==> config.mk <==
export PLATFORM = sky130hd
export DESIGN_NAME = lut_table_loader
export DESIGN_NICKNAME = d
export VERILOG_FILES = /design/src/rtl/lut_pkg.sv /design/src/rtl/lut_stage_table.sv /design/src/rtl/lut_table_loader.sv
export SDC_FILE = /design/constraint.sdc
export NUM_CORES = 1
export LEC_CHECK = 0
export ABC_AREA = 1
export ABC_CLOCK_PERIOD_IN_PS = 3750
export BUFFER_PORTS_ARGS = -buffer_cell sky130_fd_sc_hd__clkbuf_2
export CORE_MARGIN = 1.5
export CORE_UTILIZATION = 60
export CTS_BUF_LIST = sky130_fd_sc_hd__clkbuf_8
export CTS_CLUSTER_SIZE = 12
export DETAILED_ROUTE_END_ITERATION = 10
export PLACE_DENSITY_LB_ADDON = 0.15
export SLEW_MARGIN = 20
export SYNTH_ARGS = -nofsm -noshare
export SYNTH_HDL_FRONTEND = slang
export SYNTH_SLANG_ARGS = --single-unit
==> constraint.sdc <==
create_clock -name clk -period 3.75 [get_ports clk]
set_input_delay 0.75 -clock clk [delete_from_list [all_inputs] [get_ports clk]]
set_output_delay 0.75 -clock clk [all_outputs]
set_load 0.02 [all_outputs]
==> src/rtl/lut_pkg.sv <==
// Shared definitions for the serial LUT table loader: default widths,
// streamed-table size derivation and the loader FSM state type.
package lut_pkg;

    localparam int IN_WIDTH_DEF  = 4;
    localparam int OUT_WIDTH_DEF = 4;

    // Total number of bits in a table of 2**in_width entries of out_width bits.
    function automatic int table_bits(input int in_width, input int out_width);
        return (2 ** in_width) * out_width;
    endfunction

    typedef enum logic [1:0] {
        IDLE  = 2'd0,
        SHIFT = 2'd1,
        DONE  = 2'd2
    } state_t;

endpackage

==> src/rtl/lut_stage_table.sv <==
// Staging register file for the LUT loader: one random-access write port,
// whole table presented flat with entry i at [(i+1)*OUT_WIDTH-1 -: OUT_WIDTH].
module lut_stage_table
    import lut_pkg::*;
#(
    parameter int IN_WIDTH  = IN_WIDTH_DEF,
    parameter int OUT_WIDTH = OUT_WIDTH_DEF
) (
    input  logic                                        clk,
    input  logic                                        rst_n,
    input  logic                                        wr_en,
    input  logic [IN_WIDTH-1:0]                         wr_addr,
    input  logic [OUT_WIDTH-1:0]                        wr_data,
    output logic [table_bits(IN_WIDTH, OUT_WIDTH)-1:0]  entries
);

    localparam int unsigned ENTRIES = 2 ** IN_WIDTH;

    // Write the addressed entry; table cleared on reset.
    always_ff @(posedge clk or negedge rst_n) begin
        if (!rst_n) begin
            entries <= '0;
        end else if (wr_en) begin
            for (int unsigned i = 0; i < ENTRIES; i++) begin
                if (wr_addr == IN_WIDTH'(i)) begin
                    entries[i*OUT_WIDTH +: OUT_WIDTH] <= wr_data;
                end
            end
        end
    end

endmodule

==> src/rtl/lut_table_loader.sv <==
// Staging table plus MSB-first serial commit stream (sd / sd_cs_n) feeding
// the downstream serially loaded LUT register.
// Optional checksum output enabled by `define LUT_TABLE_LOADER_CHECKSUM_EN.
module lut_table_loader
    import lut_pkg::*;
#(
    parameter int IN_WIDTH  = IN_WIDTH_DEF,
    parameter int OUT_WIDTH = OUT_WIDTH_DEF
) (
    input  logic                 clk,
    input  logic                 rst_n,
    input  logic                 wr_en,
    input  logic [IN_WIDTH-1:0]  wr_addr,
    input  logic [OUT_WIDTH-1:0] wr_data,
    input  logic                 go,
    output logic                 sd,
    output logic                 sd_cs_n,
    output logic                 busy,
    output logic                 done,
    output logic                 wr_err
`ifdef LUT_TABLE_LOADER_CHECKSUM_EN
    ,
    output logic [OUT_WIDTH-1:0] csum
`endif
);

    localparam int TABLE_BITS = table_bits(IN_WIDTH, OUT_WIDTH);
    localparam int CNT_W      = $clog2(TABLE_BITS + 1);
    localparam logic [CNT_W-1:0] LAST_BIT = CNT_W'(TABLE_BITS - 1);

    state_t                  state;
    logic [TABLE_BITS-1:0]   staging;
    logic [TABLE_BITS-1:0]   shifter;
    logic [CNT_W-1:0]        count;
    logic                    stage_we;

    // Staging only accepts writes in IDLE, and go takes priority over a write.
    always_comb begin
        stage_we = wr_en && (state == IDLE) && !go;
    end

    lut_stage_table #(
        .IN_WIDTH  (IN_WIDTH),
        .OUT_WIDTH (OUT_WIDTH)
    ) u_stage (
        .clk     (clk),
        .rst_n   (rst_n),
        .wr_en   (stage_we),
        .wr_addr (wr_addr),
        .wr_data (wr_data),
        .entries (staging)
    );

    // Loader FSM: snapshot on go, stream MSB-first, one-cycle DONE.
    // The first bit is issued on the accepting edge, so the shifter holds the
    // snapshot already shifted by one and count tracks the bit just issued.
    always_ff @(posedge clk or negedge rst_n) begin
        if (!rst_n) begin
            state   <= IDLE;
            shifter <= '0;
            count   <= '0;
            sd      <= 1'b0;
            sd_cs_n <= 1'b1;
            busy    <= 1'b0;
            done    <= 1'b0;
            wr_err  <= 1'b0;
`ifdef LUT_TABLE_LOADER_CHECKSUM_EN
            csum    <= '0;
`endif
        end else begin
            done   <= 1'b0;
            wr_err <= 1'b0;
            case (state)
                IDLE: begin
                    if (go) begin
                        state   <= SHIFT;
                        shifter <= {staging[TABLE_BITS-2:0], 1'b0};
                        count   <= '0;
                        sd      <= staging[TABLE_BITS-1];
                        sd_cs_n <= 1'b0;
                        busy    <= 1'b1;
                        wr_err  <= wr_en;
`ifdef LUT_TABLE_LOADER_CHECKSUM_EN
                        // Clear and fold in the top entry, which is already aligned.
                        csum    <= staging[TABLE_BITS-1 -: OUT_WIDTH];
`endif
                    end
                end
                SHIFT: begin
                    wr_err <= wr_en;
                    if (count == LAST_BIT) begin
                        state   <= DONE;
                        sd      <= 1'b0;
                        sd_cs_n <= 1'b1;
                        busy    <= 1'b0;
                        done    <= 1'b1;
                        count   <= '0;
                    end else begin
                        sd      <= shifter[TABLE_BITS-1];
                        shifter <= {shifter[TABLE_BITS-2:0], 1'b0};
                        count   <= count + 1'b1;
`ifdef LUT_TABLE_LOADER_CHECKSUM_EN
                        // A new entry sits top-aligned after each OUT_WIDTH shifts.
                        if ((int'(count) % OUT_WIDTH) == OUT_WIDTH - 1) begin
                            csum <= csum ^ shifter[TABLE_BITS-1 -: OUT_WIDTH];
                        end
`endif
                    end
                end
                DONE: begin
                    wr_err <= wr_en;
                    state  <= IDLE;
                end
                default: begin
                    state <= IDLE;
                end
            endcase
        end
    end

endmodule

# Word-level counts from Yosys, hierarchy flattened
# Index checks and enable logic that the tools add are counted.
[totals]
regBits = 142
latch_bits = 0
ram_bits = 0
rom_bits = 0
output_inout_bits = 5
memories = 0
[op_classes]
n_addsub = 1
mul = 0
div = 0
n_lt_le_gt_ge = 0
n_eq_ne = 21
shifts = 0
n_mux = 22
bitwise_logic = 0
reduce_logical = 27
[op_table]
columns = ["cell", "count"]
rows = [
  ["$mux W64", 2],
  ["$pmux W64 S2", 1],
  ["$reduce_and A2 Y1", 18],
  ["$eq A4 B4 Y1 const B", 8],
  ["$eq A4 B3 Y1 const B", 4],
  ["$mux W7", 2],
  ["$pmux W7 S2", 1],
  ["$mux W1", 9],
  ["$eq A4 B2 Y1 const B", 2],
  ["$pmux W1 S2", 4],
  ["$add A7 B1 Y7 const B", 1],
  ["$eq A7 B6 Y1 const B", 1],
  ["$ne A2 B2 Y1 const B", 3],
  ["$reduce_and A3 Y1", 2],
  ["$eq A4 B1 Y1 const B", 1],
  ["$logic_not A4 Y1", 1],
  ["$mux W2", 2],
  ["$pmux W2 S2", 1],
  ["$eq A2 B1 Y1 const B", 1],
  ["$eq A2 B2 Y1 const B", 1],
  ["$logic_and A1 B1 Y1", 2],
  ["$logic_not A2 Y1", 1],
  ["$reduce_bool A2 Y1", 1],
  ["$reduce_or A2 Y1", 1],
  ["$logic_not A1 Y1", 1],
]

# Logic depth before layout (Yosys ltp)
[depth]
word_depth = 4
mapped_depth = 10

# Modules after synthesis
# A second synthesis with hierarchy kept.
[unflattened]
cells_unflattened = 896
area_unflattened_um2 = 6703.9
[by_module_without_submodules]
columns = ["mod", "instances", "cells_each", "area_per_inst_um2"]
rows = [
  ["lut_table_loader", 1, 569, 4026.4],
  ["lut_stage_table", 1, 327, 2677.6],
]

# Least setup slack after synthesis
# OpenSTA, ideal clock, no wires.
[synth_timing]
kind = "input -> register"
start = "input port go"
end = "register u_stage.entries[23]"
setup_ns = 0.133
arrival_ns = 1.378
required_ns = 3.617
setup_slack_ns = 2.239
path_stages = 6
cell_sequence = "inv_1 -> nand3_1 -> inv_1 -> nand3_1 -> nand2_1 -> o21ai_0"
[synth_via]
elab_chain_len = 3
[synth_lines]
columns = ["item", "line", "rtl"]
rows = [
  ["from (decl)", "lut_table_loader.sv:15", "input logic go,"],
  ["$logic_not A1 Y1", "lut_table_loader.sv:39", "stage_we = wr_en && (state == IDLE) && !go;"],
  ["$logic_and A1 B1 Y1", "lut_table_loader.sv:39", ""],
  ["$reduce_and A2 Y1 (no source line)", "--", ""],
  ["to (signal, indexed assignment)", "lut_stage_table.sv:26", "entries[i*OUT_WIDTH +: OUT_WIDTH] <= wr_data;"],
  ["to (decl)", "lut_stage_table.sv:14", "output logic [table_bits(IN_WIDTH, OUT_WIDTH)-1:0] entries"],
]
# Every way passes these cells.
# A chain may end at the register's enable or synchronous reset.

# Worst setup path in the final report
[layout_timing]
start = "register state[1]"
end = "register sd"
[layout_via]
elab_chain_len = 3
elab_cells_between_ends = 6
[layout_lines]
columns = ["item", "line", "rtl"]
rows = [
  ["from (decl)", "lut_table_loader.sv:31", "state_t state;"],
  ["from (signal assigned)", "lut_table_loader.sv:59", "state <= IDLE;"],
  ["from (signal assigned)", "lut_table_loader.sv:76", "state <= SHIFT;"],
  ["from (signal assigned)", "lut_table_loader.sv:92", "state <= DONE;"],
  ["$eq A2 B1 Y1 or $logic_not A2 Y1 (tied branches)", "lut_table_loader.sv:73", "case (state)"],
  ["$reduce_bool A2 Y1 (no source line) or $ne A2 B2 Y1 (tied branches)", "--", ""],
  ["$reduce_and A2 Y1 (no source line)", "--", ""],
  ["to (signal assigned)", "lut_table_loader.sv:79", "sd <= staging[TABLE_BITS-1];"],
  ["to (signal assigned)", "lut_table_loader.sv:99", "sd <= shifter[TABLE_BITS-1];"],
  ["to (decl)", "lut_table_loader.sv:16", "output logic sd,"],
]
# Several ways; a longest one is shown, not always the timed one.

==> qor_table.md <==
| Item | This run | Unit |
|---|---|---|
| Run status | complete, no violations | - |
| I/O pin cnt | 17 | - |
| Transition at the pin with the smallest max-transition slack | 0.926 | ns |
| Post-route clock period utilization | 67.8 | % |
| Worst hold slack | 0.338 | ns |
| Worst supply voltage drop on vdd | 0.000331 | V |
| Post-detailed-placement cell area | 0.00643 | mm² |
| Congestion Overflow GR | 0 | - |
| Final WL | 14000 | µm |
| Non-filler cells, final | 948 | - |
| Post-CTS resize count | 0 | - |
| Clock tree buffer depth | 2 | - |
| Arrival time worst endpoint | 2.86 | ns |
| FILL cells | 864 | - |
| Clock-pin slew reported for the worst setup and hold paths after clock tree synthesis | 0.08 | ns |
| Signed area change from the synthesized netlist to the final layout | 7.92 | % |
| Max-slew violation count | 0 | - |
| Antenna Nets Post-Route | 0 | - |
| Synthesized netlist net count | 814 | - |
| Cell depth of the worst flop-to-flop path | 7 | - |
| Clock latency on the worst-skew pair | 0.44 | ns |
| CTS tree | yes | - |
| Logic depth of the worst setup path including buffers | 7 | - |
| Synthesized area divided by synthesized cell count | 7.96 | µm² |
| Placed cell count | 916 | - |
| CP Cell Sequence | inv_1 -> ha_2 -> clkinv_2 -> nand2_1 -> nand2_1 -> a21oi_1 -> a21oi_1 | - |
| Setup total negative slack | 0 | ns |
| Power per cell area | 735 | mW/mm² |
| Clock skew after layout | 0.00787 | ns |
| Overall fraction of global-route tracks in use | 27.6 | % |
| Number of antenna diodes | 0 | - |
| Cell area after synthesis | 0.00635 | mm² |
| Cell with the largest stage delay on the worst path | clkinv_2 | - |
| Number of buffers added to fix hold violations after cts | 0 | - |
| Leak pwr | 3.74 | nW |
| Mapped Cells | 798 | - |
| Fraction of layout cells with a size suffix above 1 | 7.39 | % |
| Sequential area share after synthesis | 55.6 | % |
| Routed wirelength normalized by instance count | 14.8 | µm |
| Post-layout nets | 815 | - |
| Largest net degree at the start of global routing | 81 | - |
| First-pass iteration count of the detailed router | 6 | - |
| Count of endpoints failing setup in the final report | 0 | - |
| Die Width | 106 | µm |
| Detailed-route via count | 5165 | - |
| Clock root cell | clkbuf_8 | - |
| Die outline area | 0.0112 | mm² |
| Remaining DRCs | 0 | - |
| Class of the most critical setup path | reg2reg | - |
| IO buf count | 16 | - |
| Synth Register Bits | 141 | - |
| DP HPWL | 8190 | µm |
| Setup repair after global routing missed its margin | no | - |
| Type of origin of the critical path | register | - |
| Combined area of the multi-input logic cells | 0.00251 | mm² |
| Data required time of the worst path | 4.07 | ns |
| Hold WC Path Type | in2async | - |
| Critical path capture point type | register | - |
| Number of buffers and inverters on the critical path | 2 | - |
| Via count of the first global-routing pass | 5000 | - |
| Floorplan Core Area | 0.0103 | mm² |
| Family of cells with the greatest summed delay on the critical path | buffers and inverters | - |
| Total non-filler cell area in the finished layout | 0.00685 | mm² |
| Max Clock Freq | 393 | MHz |
| Relative max-transition margin | 38.2 | % |
| Number of levels the H-tree was split into | 4 | - |
| Clock period minus worst slack | 2.54 | ns |
| Max Fanout on Critical Path | 66 | - |
| Maximum cell stage delay along the critical path | 0.84 | ns |
| Number of maximum-capacitance violations | 0 | - |
| Sink Count | 141 | - |
| Via count normalized by instance count | 5.45 | - |
| Post-CTS setup buffers | 0 | - |
| Iteration-0 DRC count of the detailed router | 414 | - |
| Yosys cell types | 23 | - |
| Register area | 0.00353 | mm² |
| Global-route wire length before repair | 23900 | µm |
| Number of antenna violations at the first check in global routing | 0 | - |
| Starting density of the core | 61.8 | % |
| Ys Warns | 0 | - |
| Placer Congestion | 0.873 | - |
| Final Hold Violating Endpoints | 0 | - |
| Number of buffers added by the clock tree synthesis step | 17 | - |
| Floorplan die height | 106 | µm |
| Number of cell rows | 37 | - |
==> metrics by stage <==
stage | worst slack (ns) | utilization (%) | power (mW)
after floorplan | 2.24 | - | 3.47
after global placement | 1.60 | 62.6 | 3.70
after detailed placement | 1.55 | 62.6 | 3.77
after CTS | 1.52 | 66.7 | 5.06
after global routing | 0.935 | 66.7 | 5.41
final | 1.21 | 66.7 | 5.04
==> path summary, 6_finish.rpt <==
check,slack [ns],endpoint,from
worst max-delay path,1.21,sd$_DFFE_PN0P_,state[1]$_DFFE_PN0P_
worst min-delay path,0.34,count[0]$_DFFE_PN0P_,rst_n
worst max register to register,1.21,sd$_DFFE_PN0P_,state[1]$_DFFE_PN0P_
worst min register to register,0.47,sd_cs_n$_DFFE_PN1P_,sd_cs_n$_DFFE_PN1P_
max in group asynchronous,2.60,sd_cs_n$_DFFE_PN1P_,rst_n
min in group clk,0.47,sd_cs_n$_DFFE_PN1P_,sd_cs_n$_DFFE_PN1P_
==> logic make-up after synthesis <==
group	after synthesis	synth area share [%]
and+or+nand+nor	518	32.8
DFF	141	55.6
AOI/OAI and AO/OA	72	5.71
buffers and inverters	62	4.95
adders and majority gates	4	0.788
xor gates and xnor gates	1	0.138
==> cells in the final DEF, fill, tap and decap left out <==
master	netlist	final
dfstp_2	1	1
nand2_4	1	1
clkbuf_8	0	20
nand3_4	1	1
buf_12	0	1
dfrtp_1	140	140
ha_2	0	1
xor2_1	1	1
o21ai_0	69	69
nor2_1	12	12
nor2_4	1	1
nor2_2	1	1
clkbuf_2	0	15
a21oi_1	2	2
nand2_2	1	1
a21boi_0	1	1
nand4_1	3	3
ha_1	4	3
buf_4	7	4
clkinvlp_4	0	2
clkinv_2	0	4
inv_1	22	23
nand3_1	79	79
nand2_1	419	419
buf_6	6	1
inv_2	1	1
clkinv_4	0	2
bufinv_16	0	3
==> state kept, by name (all words and copies together) (netlist names) <==
signal,count
done,1
shifter,63
u_stage.entries,64
sd_cs_n,1
busy,1
sd,1
wr_err,1
state,2
count,7
==> final cells by class <==
cell class | instances | area share, %
sequential | 141 | 51.5
multi-input combinational | 595 | 36.6
clock buffer | 20 | 4.02
tap | 136 | 2.48
clock inverter | 12 | 2.12
timing repair buffer | 21 | 1.99
inverter | 23 | 1.28
==> layer usage <==
| layer | GRT usage, % | share of wire, % |
|---|---|---|
| met4 | 8.98 | 0.80 |
| met2 | 44.5 | 49 |
| met3 | 6.68 | 4.7 |
| met5 | 0 | 0 |
| met1 | 37.0 | 45 |
==> synth_stat cells <==
cell type	count	area share, %
nand2_1	419	25
nor2_2	1	0.099
o21ai_0	69	5.4
ha_1	4	0.79
nand4_1	3	0.30
a21oi_1	2	0.16
nor2_4	1	0.18
dfrtp_1	140	55
buf_6	6	1.1
nand3_4	1	0.28
a21boi_0	1	0.12
buf_2	8	0.63
inv_2	1	0.059
inv_1	22	1.3
nor2_1	12	0.71
clkbuf_1	17	1.0
nand3_1	79	6.2
dfstp_2	1	0.41
nand2_2	1	0.099
nand2_4	1	0.18
xor2_1	1	0.14
buf_4	7	0.83
buf_1	1	0.059
==> report_power, final <==
| group | internal [mW] | switching (mW) |
|---|---|---|
| clock network | 0.704 | 0.567 |
| registers | 2.01 | 0.284 |
| logic | 0.460 | 1.01 |
| total | 3.18 | 1.86 |
(Power assumes the default switching activity.)
